`src/rtl/trsq_pc_seq.sv`:
```
// TRSQ8 program-counter sequencer: PC, multi-level return stack, vectored prioritised IRQs.
// Optional nested interrupts are built when TRSQ_IRQ_NEST_EN is defined.
module trsq_pc_seq #(
  parameter int AW         = 13,
  parameter int DEPTH      = 4,
  parameter int NIRQ       = 4,
  parameter int VEC_BASE   = 4,
  parameter int VEC_STRIDE = 2
) (
  input  logic            clk_ip,
  input  logic            reset_n_ip,
  input  logic            halt_ip,
  input  logic            jmp_ip,
  input  logic            call_ip,
  input  logic            ret_ip,
  input  logic            reti_ip,
  input  logic            sk_ip,
  input  logic [AW-1:0]   target_ip,
  input  logic [NIRQ-1:0] irq_ip,
  input  logic [NIRQ-1:0] irq_mask_ip,
  input  logic            clr_err_ip,
  output logic [AW-1:0]   prom_addr,
  output logic            irq_ack_op,
  output logic [2:0]      irq_id_op,
  output logic            in_isr_op,
  output logic            stk_ovf_op,
  output logic            stk_unf_op
);

  localparam int SPW = $clog2(DEPTH + 1);
  localparam int IW  = (DEPTH > 1) ? $clog2(DEPTH) : 1;
  localparam logic [SPW-1:0] SP_FULL = SPW'(DEPTH);
  localparam logic [SPW-1:0] SP_ONE  = SPW'(1);

  function automatic logic [AW-1:0] vec_addr(input logic [2:0] id);
    return AW'(VEC_BASE) + (AW'(id) * AW'(VEC_STRIDE));
  endfunction

  logic [AW-1:0]   pc_r;
  logic [AW-1:0]   stk_r [DEPTH];
  logic [SPW-1:0]  sp_r;
  logic [NIRQ-1:0] irq_q_r;
  logic [NIRQ-1:0] pend_r;
  logic            in_isr_r;
  logic            ack_r;
  logic [2:0]      id_r;
  logic            ovf_r;
  logic            unf_r;

`ifdef TRSQ_IRQ_NEST_EN
  localparam logic [3:0] LVL_IDLE = 4'(NIRQ);
  logic [3:0] lvl_r;
  logic       stk_isr_r [DEPTH];
  logic [3:0] stk_lvl_r [DEPTH];
`endif

  logic            plain_s;
  logic            gate_s;
  logic            take_s;
  logic            push_s;
  logic            pop_s;
  logic            pop_reti_s;
  logic            full_s;
  logic            empty_s;
  logic [2:0]      win_s;
  logic [NIRQ-1:0] cand_s;
  logic [NIRQ-1:0] ack_mask_s;
  logic [NIRQ-1:0] pend_next_s;
  logic [AW-1:0]   pc_inc_s;
  logic [AW-1:0]   pc_next_s;
  logic [IW-1:0]   top_idx_s;
  logic [IW-1:0]   push_idx_s;

  assign full_s     = (sp_r == SP_FULL);
  assign empty_s    = (sp_r == {SPW{1'b0}});
  assign top_idx_s  = IW'(sp_r - SP_ONE);
  assign push_idx_s = IW'(sp_r);
  assign pc_inc_s   = pc_r + AW'(1);
  assign plain_s    = ~(jmp_ip | call_ip | ret_ip | reti_ip | sk_ip);
  assign cand_s     = pend_r & irq_mask_ip;

  // Lowest-index enabled pending source wins.
  always_comb begin
    win_s = 3'd0;
    for (int i = NIRQ - 1; i >= 0; i--) begin
      win_s = cand_s[i] ? 3'(i) : win_s;
    end
  end

`ifdef TRSQ_IRQ_NEST_EN
  assign gate_s = ({1'b0, win_s} < lvl_r);
`else
  assign gate_s = ~in_isr_r;
`endif
  assign take_s      = (|cand_s) & gate_s & (halt_ip | plain_s);
  assign ack_mask_s  = take_s ? (NIRQ'(1'b1) << win_s) : {NIRQ{1'b0}};
  assign pend_next_s = (pend_r | (irq_ip & ~irq_q_r)) & ~ack_mask_s;
  assign pop_reti_s  = pop_s & reti_ip;

  // Next-PC selection in strobe priority order; a dropped push still redirects the PC.
  always_comb begin
    push_s    = 1'b0;
    pop_s     = 1'b0;
    pc_next_s = pc_inc_s;
    if (take_s) begin
      push_s    = 1'b1;
      pc_next_s = vec_addr(win_s);
    end else if (halt_ip) begin
      pc_next_s = pc_r;
    end else if (jmp_ip) begin
      pc_next_s = target_ip;
    end else if (call_ip) begin
      push_s    = 1'b1;
      pc_next_s = target_ip;
    end else if (ret_ip | reti_ip) begin
      pop_s     = 1'b1;
      pc_next_s = empty_s ? pc_inc_s : stk_r[top_idx_s];
    end else if (sk_ip) begin
      pc_next_s = pc_r + AW'(2);
    end else begin
      pc_next_s = pc_inc_s;
    end
  end

  // Sequencer state: PC, stack pointer, interrupt bookkeeping and sticky flags.
  always_ff @(posedge clk_ip) begin
    if (!reset_n_ip) begin
      pc_r     <= {AW{1'b0}};
      sp_r     <= {SPW{1'b0}};
      irq_q_r  <= {NIRQ{1'b0}};
      pend_r   <= {NIRQ{1'b0}};
      in_isr_r <= 1'b0;
      ack_r    <= 1'b0;
      id_r     <= 3'd0;
      ovf_r    <= 1'b0;
      unf_r    <= 1'b0;
`ifdef TRSQ_IRQ_NEST_EN
      lvl_r    <= LVL_IDLE;
`endif
    end else begin
      pc_r    <= pc_next_s;
      irq_q_r <= irq_ip;
      pend_r  <= pend_next_s;
      ack_r   <= take_s;
      if (take_s) begin
        id_r <= win_s;
      end
      if (push_s && !full_s) begin
        sp_r <= sp_r + SP_ONE;
      end else if (pop_s && !empty_s) begin
        sp_r <= sp_r - SP_ONE;
      end
      // A set event in the same cycle as a clear leaves the flag set.
      ovf_r <= (push_s & full_s) | (ovf_r & ~clr_err_ip);
      unf_r <= (pop_s & empty_s) | (unf_r & ~clr_err_ip);
`ifdef TRSQ_IRQ_NEST_EN
      if (take_s) begin
        in_isr_r <= 1'b1;
        lvl_r    <= {1'b0, win_s};
      end else if (pop_reti_s) begin
        in_isr_r <= empty_s ? 1'b0 : stk_isr_r[top_idx_s];
        lvl_r    <= empty_s ? LVL_IDLE : stk_lvl_r[top_idx_s];
      end
`else
      if (take_s) begin
        in_isr_r <= 1'b1;
      end else if (pop_reti_s) begin
        in_isr_r <= 1'b0;
      end
`endif
    end
  end

  // Return-stack storage; contents are intentionally not reset.
  always_ff @(posedge clk_ip) begin
    if (reset_n_ip && push_s && !full_s) begin
      stk_r[push_idx_s] <= pc_inc_s;
`ifdef TRSQ_IRQ_NEST_EN
      stk_isr_r[push_idx_s] <= in_isr_r;
      stk_lvl_r[push_idx_s] <= lvl_r;
`endif
    end
  end

  assign prom_addr  = pc_r;
  assign irq_ack_op = ack_r;
  assign irq_id_op  = id_r;
  assign in_isr_op  = in_isr_r;
  assign stk_ovf_op = ovf_r;
  assign stk_unf_op = unf_r;

endmodule
```
`config.mk`:
```
export PLATFORM = sky130hd
export DESIGN_NAME = trsq_pc_seq
export DESIGN_NICKNAME = d
export VERILOG_FILES = /design/src/rtl/trsq_pc_seq.sv
export SDC_FILE = /design/constraint.sdc
export NUM_CORES = 1
export LEC_CHECK = 0
export BUFFER_PORTS_ARGS = -buffer_cell sky130_fd_sc_hd__buf_2
export CAP_MARGIN = 30
export CORE_UTILIZATION = 50
export DETAILED_ROUTE_END_ITERATION = 16
export GPL_TIMING_DRIVEN = 0
export PLACE_DENSITY_LB_ADDON = 0.05
export SLEW_MARGIN = 15
export SYNTH_ARGS = -nofsm -noshare
export SYNTH_HDL_FRONTEND = slang
export SYNTH_SLANG_ARGS = --single-unit
```
`constraint.sdc`:
```
create_clock -name clk_ip -period 2.7 [get_ports clk_ip]
set_input_delay 0.54 -clock clk_ip [delete_from_list [all_inputs] [get_ports clk_ip]]
set_output_delay 0.54 -clock clk_ip [all_outputs]
set_load 0.005 [all_outputs]
```
==> results.yml <==
placement:
  place.gp.congestion: 0.877
  placed_cells: 513
  dp_hpwl_um: 7210
  port_buffers: 46
routing:
  via_per_inst: 5.87
  wire_per_inst_um: 19.3
  route.detailed.drc: 0
  antenna_left: 0
  num_vias: 3103
  wl_met2_um: 4720
  routed.top_layer: "met4"
  wl_met3_um: 687
  drt_wl_total_um: 10200
  drt_iter0_drc: 212
  first_pass_iters: 5
  met1Wirelength_um: 4640
timing:
  worst_pin_slew_ns: 0.870
  fin_crit_sh: 0.933
  drv_slew: 0
  finClkSkew_ns: 0.0106
  setup_viol: 0
  max_slew_margin: 0.420
  rsz0062_at_grt: "no"
  setup_tns_ns: 0
  fin_hold_ws_ns: 0.382
  clock.fmax_mhz: 397
  period_needed_ns: 2.52
  hold_violations: 0
pwr:
  power_mw: 2.96
  clockPowerShare: 0.309
  p_sw_uw: 853
  p_seq_frac: 0.492
  p_comb_frac: 0.199
  ir_drop_mv: 0.320
  p_leak_nw: 1.79
  intPower_mw: 2.10
  switching_share: 0.289
  p_per_area_mw_per_mm2: 629
hold_path:
  holdPathStages: 2
  hold_class: "in -> reg"
  holdPathEnd: "irq_q_r[2]"
  hold_start: "irq_ip[2]"
setup_path:
  crit_path_start_kind: "flop"
  end_kind: "flop"
  crit_type: "reg -> reg"
  slowest_stage: "dfxtp_1"
  r2r_start: "sp_r[0]"
  path_max_fanout: 10
  cp.arrival_ns: 2.78
  max_stage_delay_ns: 0.40
  cp_common_cell: "buf_6"
  timing.rr.end: "sp_r[2]"
  rrSetupSlack_ns: 0.18
  worstPathCellList: "buf_6, buf_6, inv_1, ha_1, nand2b_1, nand2_1, nor3b_1, o21ai_0, o211a_1, o21a_1"
  reg2reg_depth: 10
  worst_ep_required_time_ns: 2.96
cts:
  clk_pin_slew_ns: 0.09
  htreeDepth: 3
  clk_path_buf_depth: 2
  clk-insertion-delay-late_ns: 0.36
  clock-root-buffer: "clkbuf_8"
  cts_buffers: 9
  clkSinkCount: 82
  tritoncts: "done"
yosys:
  yosysUniqueCellTypes: 59
  synth_largest_area_cell: "edfxtp_1"
  synth_area_mm2: 0.00410
  synth_warnings: 0
  synth-main-ff-cell: "edfxtp_1"
  synthTopCellsByCount: "edfxtp_1, nand2_1, dfxtp_1"
  synth_top_area_frac: 0.381
  synth_edf_count: 52
  syn_inst: 365
  syn_area_per_cell_um2: 11.2
  synthMostInstantiatedCell: "edfxtp_1"
  ys_ff_latch: 82
  synth.top_cells.by_area: "edfxtp_1, dfxtp_1, mux4_2"
  syn-num-nets: 402
  synthArstFlopShare: 0
  synth_seq_area_share: 0.527
global_routing:
  grt-ovfl-total: 0
  grt_first_pass_wirelength_um: 15700
  grt_max_degree: 15
  grt_use_total: 0.248
  antenna_found_initial: 0
  grt_pass1_vias: 2914
finish:
  instances_no_fill: 529
  diodes: 0
  fin_util: 0.599
  syn_to_final_growth_pct: 14.6
  final.fill_count: 733
  nNetsFinal: 459
  drive_above_1_share: 0.265
floorplanning:
  core-area_mm2: 0.00785
  fp-row-count: 32
  dieArea_mm2: 0.00857
  io_pins: 50
  die_h_um: 92.6
  start_util: 0.522
  die_x_um: 92.6
outcome:
  outcome: "finished, final reports clean"
flow_run:
  maxCapViolations: 0
-- power groups by stage --
stage / logic [mW] / registers (mW) / clock network (mW)
after floorplan: 0.382 / 1.47 / 0
after CTS: 0.587 / 1.45 / 0.922
after detailed placement: 0.567 / 1.48 / 0
after global placement: 0.559 / 1.48 / 0
final: 0.589 / 1.45 / 0.912
after global routing: 0.639 / 1.46 / 0.962
-- cells by family after synthesis --
family          count (synthesis)  synth area share
simple gates                  124             0.159
mux                            17            0.0787
xor+xnor                       18            0.0384
flops                          82             0.527
compound gates                 87             0.141
buf+inv                        29            0.0333
fa+ha+maj                       7            0.0214
other cells                     1          0.000915
-- worst max-delay path, delay by kind of cell, from the launching register on --
kind	cells	cell delay, ns
adder cells (fa/ha/maj)	1	0.25
AND/OR/NAND/NOR	3	0.81
flip-flops	1	0.40
AO/OA/AOI/OAI	3	0.45
buffers and inverters	3	0.48
-- sequential cells by signal, summed over array words and instances, names as in the netlist, 2 cells and up --
name,flops
irq_id_op,2
pend_r,4
prom_addr,13
sp_r,3
irq_q_r,4
stk_r,52
-- metrics by stage --
step | cell area [um^2] | setup slack [ns]
6_report | 4700 | 0.182
5_1_grt | 4700 | 0.0256
4_1_cts | 4690 | 0.0541
3_5_place_dp | 4460 | -0.407
3_3_place_gp | 4460 | -0.574
2_1_floorplan | 4100 | 0.266
-- timing repair --
item                       4_1_cts  5_1_grt
pin swaps                        1        0
hold endpoints to repair         0        0
hold buffers                     0        0
resized for setup                9        2
setup endpoints to repair       54        7
setup buffers                    2        0
-- how the worst max path moves through the flow --
stage | start | endpoint | slack, ns
after detailed placement | sp_r[0] | prom_addr[6] | -0.41
after CTS | sp_r[0] | sp_r[2] | 0.05
after global routing | sp_r[0] | sp_r[2] | 0.03
after floorplan | sp_r[0] | prom_addr[5] | 0.27
final | sp_r[0] | sp_r[2] | 0.18
after global placement | sk_ip | stk_r[0][11] | -0.57
-- cell type report --
class / count / area (um^2) / share of cell area
Sequential cell: 82 / 2160 / 0.460
Tap cell: 102 / 128 / 0.0272
Timing Repair Buffer: 48 / 245 / 0.0522
Clock inverter: 6 / 66.3 / 0.0141
Multi-Input combinational cell: 254 / 1820 / 0.386
Clock buffer: 10 / 138 / 0.0293
Buffer: 20 / 119 / 0.0253
Inverter: 7 / 26.3 / 0.00559
-- cells in the final DEF (no fill, tap or decap), drive strengths merged, types with 8 or more instances in the layout --
cell and n:
mux4 12, dfxtp 30, and2 11, edfxtp 52
a21oi 23, nor2 25, nor2b 8, nand2 42
clkbuf 19, xor2 11, buf 59, o21ai 23
-- routing by layer --
layer	track usage	vias to the layer above
met5	0	-
met4	0.0703	0
met3	0.0493	14
met2	0.387	128
met1	0.350	1489
li1	-	1472
No activity file was read; power rests on OpenSTA's default activity.
